--- config.mk ---
export PLATFORM = sky130hd
export DESIGN_NAME = fifo_enq_arbiter
export DESIGN_NICKNAME = d
export VERILOG_FILES = /design/src/rtl/fifo_arb_pkg.sv /design/src/rtl/fifo_enq_arbiter_edge_latch.sv /design/src/rtl/fifo_enq_arbiter.sv
export SDC_FILE = /design/constraint.sdc
export NUM_CORES = 1
export LEC_CHECK = 0
export CAP_MARGIN = 20
export CELL_PAD_IN_SITES_DETAIL_PLACEMENT = 1
export CELL_PAD_IN_SITES_GLOBAL_PLACEMENT = 1
export CORE_MARGIN = 5
export CORE_UTILIZATION = 31
export DETAILED_ROUTE_END_ITERATION = 16
export PLACE_DENSITY_LB_ADDON = 0.1
export SYNTH_ARGS = -nofsm -noshare
export SYNTH_HDL_FRONTEND = slang
export SYNTH_HIERARCHICAL = 1
export SYNTH_SLANG_ARGS = --single-unit
--- constraint.sdc ---
create_clock -name clk -period 2.4 [get_ports clk]
set_input_delay 0.48 -clock clk [delete_from_list [all_inputs] [get_ports clk]]
set_output_delay 0.48 -clock clk [all_outputs]
set_load 0.03 [all_outputs]
--- src/rtl/fifo_arb_pkg.sv ---
// Shared constants and state type for the FIFO enqueue arbiter.
// Optional statistics counters are enabled with FIFO_ARB_STATS_EN.
package fifo_arb_pkg;

  localparam int unsigned DEFAULT_WIDTH = 4;
  localparam int unsigned STAT_W        = 8;

  localparam logic [1:0] S_IDLE   = 2'd0;
  localparam logic [1:0] S_ENQ    = 2'd1;
  localparam logic [1:0] S_DEQ    = 2'd2;
  localparam logic [1:0] S_SETTLE = 2'd3;

  typedef enum logic [1:0] {
    ST_IDLE   = S_IDLE,
    ST_ENQ    = S_ENQ,
    ST_DEQ    = S_DEQ,
    ST_SETTLE = S_SETTLE
  } arb_state_e;

endpackage

--- src/rtl/fifo_enq_arbiter_edge_latch.sv ---
// Rising-edge detector with a sticky pending flag and first-edge data capture.
module edge_latch
  import fifo_arb_pkg::*;
#(
  parameter int unsigned WIDTH = 1
) (
  input  logic             clk,
  input  logic             rst,
  input  logic             lvl,
  input  logic [WIDTH-1:0] din,
  input  logic             clr,
  output logic             pend,
  output logic [WIDTH-1:0] dout
);

  logic             r_prev;
  logic             r_pend;
  logic [WIDTH-1:0] r_hold;
  logic             w_rise;

  assign w_rise = lvl & ~r_prev;

  // A fresh edge in the clearing cycle re-arms the flag with new data
  always_ff @(posedge clk) begin
    if (rst) begin
      r_prev <= lvl;
      r_pend <= 1'b0;
      r_hold <= '0;
    end else begin
      r_prev <= lvl;
      if (w_rise && (!r_pend || clr)) begin
        r_pend <= 1'b1;
        r_hold <= din;
      end else if (clr) begin
        r_pend <= 1'b0;
      end
    end
  end

  assign pend = r_pend;
  assign dout = r_hold;

endmodule

--- src/rtl/fifo_enq_arbiter.sv ---
// Round-robin arbiter sharing one FIFO enqueue port between two producers plus a dequeuer.
// Define FIFO_ARB_STATS_EN to add grant/drop counters (gcnt0, gcnt1, dcnt).
module fifo_enq_arbiter
  import fifo_arb_pkg::*;
#(
  parameter int unsigned WIDTH = DEFAULT_WIDTH
) (
  input  logic             clk,
  input  logic             rst,
  input  logic             req0,
  input  logic [WIDTH-1:0] data0,
  input  logic             req1,
  input  logic [WIDTH-1:0] data1,
  input  logic             deq_req,
  input  logic             full,
  input  logic             empty,
  output logic             enq,
  output logic             deq,
  output logic [WIDTH-1:0] fifo_in,
  output logic             grant0,
  output logic             grant1,
  output logic [1:0]       drop,
  output logic             deq_nack
`ifdef FIFO_ARB_STATS_EN
  ,
  output logic [STAT_W-1:0] gcnt0,
  output logic [STAT_W-1:0] gcnt1,
  output logic [STAT_W-1:0] dcnt
`endif
);

  logic             w_pend0, w_pend1, w_pend_d;
  logic [WIDTH-1:0] w_hold0, w_hold1;
  logic             w_unused_dq;
  logic             w_clr0, w_clr1, w_clr_d;

  arb_state_e       r_state, w_nxt_state;
  logic             r_ptr, w_nxt_ptr;
  logic             r_sel, w_nxt_sel;
  logic             r_enq, w_nxt_enq;
  logic             r_deq, w_nxt_deq;
  logic [WIDTH-1:0] r_fifo_in, w_nxt_fifo_in;
  logic             r_grant0, w_nxt_grant0;
  logic             r_grant1, w_nxt_grant1;
  logic [1:0]       r_drop, w_nxt_drop;
  logic             r_deq_nack, w_nxt_deq_nack;

  edge_latch #(.WIDTH(WIDTH)) u_lat0 (
    .clk(clk), .rst(rst), .lvl(req0), .din(data0), .clr(w_clr0),
    .pend(w_pend0), .dout(w_hold0)
  );

  edge_latch #(.WIDTH(WIDTH)) u_lat1 (
    .clk(clk), .rst(rst), .lvl(req1), .din(data1), .clr(w_clr1),
    .pend(w_pend1), .dout(w_hold1)
  );

  edge_latch #(.WIDTH(1)) u_latd (
    .clk(clk), .rst(rst), .lvl(deq_req), .din(1'b0), .clr(w_clr_d),
    .pend(w_pend_d), .dout(w_unused_dq)
  );

  // Decisions are made in IDLE so the strobe registers are loaded on entry to ENQ/DEQ
  always_comb begin
    w_nxt_state    = r_state;
    w_nxt_ptr      = r_ptr;
    w_nxt_sel      = r_sel;
    w_nxt_enq      = 1'b0;
    w_nxt_deq      = 1'b0;
    w_nxt_fifo_in  = r_fifo_in;
    w_nxt_grant0   = 1'b0;
    w_nxt_grant1   = 1'b0;
    w_nxt_drop     = 2'b00;
    w_nxt_deq_nack = 1'b0;
    w_clr0         = 1'b0;
    w_clr1         = 1'b0;
    w_clr_d        = 1'b0;
    case (r_state)
      ST_IDLE: begin
        if (w_pend_d) begin
          w_nxt_state    = ST_DEQ;
          w_nxt_deq      = ~empty;
          w_nxt_deq_nack = empty;
        end else if (w_pend0 || w_pend1) begin
          w_nxt_state = ST_ENQ;
          w_nxt_sel   = (w_pend0 && w_pend1) ? r_ptr : w_pend1;
          if (!full) begin
            w_nxt_enq     = 1'b1;
            w_nxt_fifo_in = w_nxt_sel ? w_hold1 : w_hold0;
            w_nxt_grant0  = ~w_nxt_sel;
            w_nxt_grant1  = w_nxt_sel;
          end else begin
            w_nxt_drop = w_nxt_sel ? 2'b10 : 2'b01;
          end
        end
      end
      ST_ENQ: begin
        w_clr0      = ~r_sel;
        w_clr1      = r_sel;
        w_nxt_ptr   = ~r_sel;
        w_nxt_state = ST_SETTLE;
      end
      ST_DEQ: begin
        w_clr_d     = 1'b1;
        w_nxt_state = ST_SETTLE;
      end
      ST_SETTLE: w_nxt_state = ST_IDLE;
      default:   w_nxt_state = ST_IDLE;
    endcase
  end

  always_ff @(posedge clk) begin
    if (rst) begin
      r_state    <= ST_IDLE;
      r_ptr      <= 1'b0;
      r_sel      <= 1'b0;
      r_enq      <= 1'b0;
      r_deq      <= 1'b0;
      r_fifo_in  <= '0;
      r_grant0   <= 1'b0;
      r_grant1   <= 1'b0;
      r_drop     <= 2'b00;
      r_deq_nack <= 1'b0;
    end else begin
      r_state    <= w_nxt_state;
      r_ptr      <= w_nxt_ptr;
      r_sel      <= w_nxt_sel;
      r_enq      <= w_nxt_enq;
      r_deq      <= w_nxt_deq;
      r_fifo_in  <= w_nxt_fifo_in;
      r_grant0   <= w_nxt_grant0;
      r_grant1   <= w_nxt_grant1;
      r_drop     <= w_nxt_drop;
      r_deq_nack <= w_nxt_deq_nack;
    end
  end

  assign enq      = r_enq;
  assign deq      = r_deq;
  assign fifo_in  = r_fifo_in;
  assign grant0   = r_grant0;
  assign grant1   = r_grant1;
  assign drop     = r_drop;
  assign deq_nack = r_deq_nack;

`ifdef FIFO_ARB_STATS_EN
  logic [STAT_W-1:0] r_gcnt0, r_gcnt1, r_dcnt;

  // Counters advance on the same edge that loads the matching pulse
  always_ff @(posedge clk) begin
    if (rst) begin
      r_gcnt0 <= '0;
      r_gcnt1 <= '0;
      r_dcnt  <= '0;
    end else begin
      r_gcnt0 <= r_gcnt0 + STAT_W'(w_nxt_grant0);
      r_gcnt1 <= r_gcnt1 + STAT_W'(w_nxt_grant1);
      r_dcnt  <= r_dcnt + STAT_W'(|w_nxt_drop);
    end
  end

  assign gcnt0 = r_gcnt0;
  assign gcnt1 = r_gcnt1;
  assign dcnt  = r_dcnt;
`endif

endmodule
==> results.sh <==
export IMPL_diodes=0
export IMPL_cts_root_buffer="clkbuf_8"
export IMPL_portBuffers=25
export IMPL_worst_slew_pin_slew_ns=0.4447
export IMPL_syn_area_mm2=0.001289
export IMPL_post_cts_resized=0
export IMPL_arrival_ns=1.29
export IMPL_rows=23
export IMPL_ir_worst_vdd_mv=0.3656
export IMPL_crit_slowest_cell="clkdlybuf4s50_1"
export IMPL_antenna_found_initial=0
export IMPL_wl_um=2987
export IMPL_fin_setup_tns_ns=0
export IMPL_postCtsHoldBufs=0
export IMPL_cp_num_buf_inv=1
export IMPL_cts_sinks=29
export IMPL_grt_max_degree=20
export IMPL_dieArea_mm2=0.005547
export IMPL_total_leakage_power_uw=0.0006137
export IMPL_cp_start_kind="flip-flop"
export IMPL_die_width_um=74.48
export IMPL_initial_core_util=0.3199
export IMPL_clockBufferDepth=2
export IMPL_fin_nets=176
export IMPL_place_gp_congestion=0.7334
export IMPL_wl_per_cell_um=14.43
export IMPL_clk_insertion_delay_late_ns=0.28
export IMPL_path_class="reg -> out"
export IMPL_clock_skew_final_ns=0.004745
export IMPL_vias=984
export IMPL_drive_gt1_frac=0.1146
export IMPL_path_max_fanout=2
export IMPL_setup_worst_path_end_class="primary output"
export IMPL_firstDrtPassIters=4
export IMPL_critical_path_top_delay_family="buffers and inverters"
export IMPL_status="finished clean"
export IMPL_grt_pass1_vias=1111
export IMPL_grt_pass1_wl_um=5278
export IMPL_synth_net_count=146
export IMPL_synth_avg_cell_area_um2=10.15
export IMPL_fill_cells=464
export IMPL_hold_path_class="reg -> reg"
export IMPL_area_delta_synth_final_pct=29.22
export IMPL_cts_made_buffers=5
export IMPL_setup_viol=0
export IMPL_relSlewSlack=0.7013
export IMPL_detail_route_antenna_nets=0
export IMPL_dpl_cell_count=200
export IMPL_maxCapViolCount=0
export IMPL_drc=0
export IMPL_finalMaxSlewViolations=0
export IMPL_post_cts_buffers=0
export IMPL_dr_first_iter_drc_count=25
export IMPL_grt_overflow_total=0
export IMPL_fp_dieH_um=74.48
export IMPL_cp_required_ns=1.92
export IMPL_clk_pin_slew_worst_paths_ns=0.06
export IMPL_cts_tree="done"
export IMPL_finalCritPeriodShare=0.7381
export IMPL_cp_slowest_stage_delay_ns=0.67
export IMPL_rsz0062_at_grt="false"
export IMPL_place_ws_ns=0.6327
export IMPL_track_usage=0.1288
export IMPL_fin_cells=207
export IMPL_cts_max_level=2
export IMPL_p_per_area_mw_per_mm2=835.0
export IMPL_setup_slack_ns=0.6287
export IMPL_core_mm2=0.004029
export IMPL_viasPerCell=4.754
export IMPL_min_period_ns=1.771
export IMPL_synth_warning_count=6
export IMPL_finalPower_uw=1391
export IMPL_io_pin_count=26
export IMPL_hold_viol_final=0
export IMPL_synthCells=127
export IMPL_worstPathCellList="clkdlybuf4s50_1"
export IMPL_multi_input_area_um2=648.1
export IMPL_place_hpwl_um=2322
export IMPL_clock_fmax_mhz=564.5
export IMPL_seqCellArea_um2=580.6
export IMPL_whs_ns=0.4761
-- worst paths after layout --
kind / end / startpoint / slack, ns / cells after the start
worst min-delay path: u_lat0/dout[3] / u_lat0/dout[3] / 0.48 / 2
worst max register to register: fifo_in[3] / r_state[0] / 0.90 / 5
worst min register to register: u_lat0/dout[3] / u_lat0/dout[3] / 0.48 / 2
worst max-delay path: fifo_in[3] / fifo_in[3] / 0.63 / 1
-- layout by cell type (no fill, tap or decap), drive strengths merged, types with 4 or more instances in the layout --
master and instances:
o211ai 4, o21ai 6, ha 4, nor2 7, clkdlybuf4s50 25, dfxtp 29, nor3 4, inv 6
a21oi 6, clkbuf 7, mux2i 8, nor2b 7, nand2b 23, a311oi 4, a31oi 4
-- worst min-delay path, stage by stage, from the launching register on --
cell	delay, ns
dfxtp_1	0.31
nand2b_1	0.06
mux2i_1	0.05
-- power by group --
group          internal (uW)  total, uW  leakage [uW]  switching (uW)
combinational            195        405      0.000332             210
sequential               540        590      0.000238            50.4
clock                    227        396     0.0000443             169
total                    961       1390      0.000614             430
-- routing by layer --
| layer | up-vias | GRT usage | part of all wire |
|---|---|---|---|
| li1 | 497 | - | - |
| met1 | 463 | 0.1447 | 0.43 |
| met2 | 19 | 0.2107 | 0.50 |
| met3 | 5 | 0.04730 | 0.056 |
| met4 | 0 | 0.07115 | 0.017 |
| met5 | - | 0 | 0 |
-- per-stage QoR --
| stage | util | area [um2] |
|---|---|---|
| floorplan | - | 1289 |
| global placement | 0.3919 | 1579 |
| detailed placement | 0.3919 | 1579 |
| CTS | 0.4134 | 1665 |
| global route | 0.4134 | 1665 |
| finish | 0.4134 | 1665 |
-- registers in the layout, summed over array words and instances (netlist names), 2 cells and up --
signal and cells:
drop 2, fifo_in 4, u_lat0/dout 4, u_lat1/dout 4
r_state 2
-- area by class of cell --
class	instances	share of cell area
multi-input combinational	88	0.3892
sequential	29	0.3486
timing repair buffer	27	0.1593
clock buffer	7	0.05184
tap	50	0.03757
inverter	6	0.01352
Power figures use the tool's default switching activity.
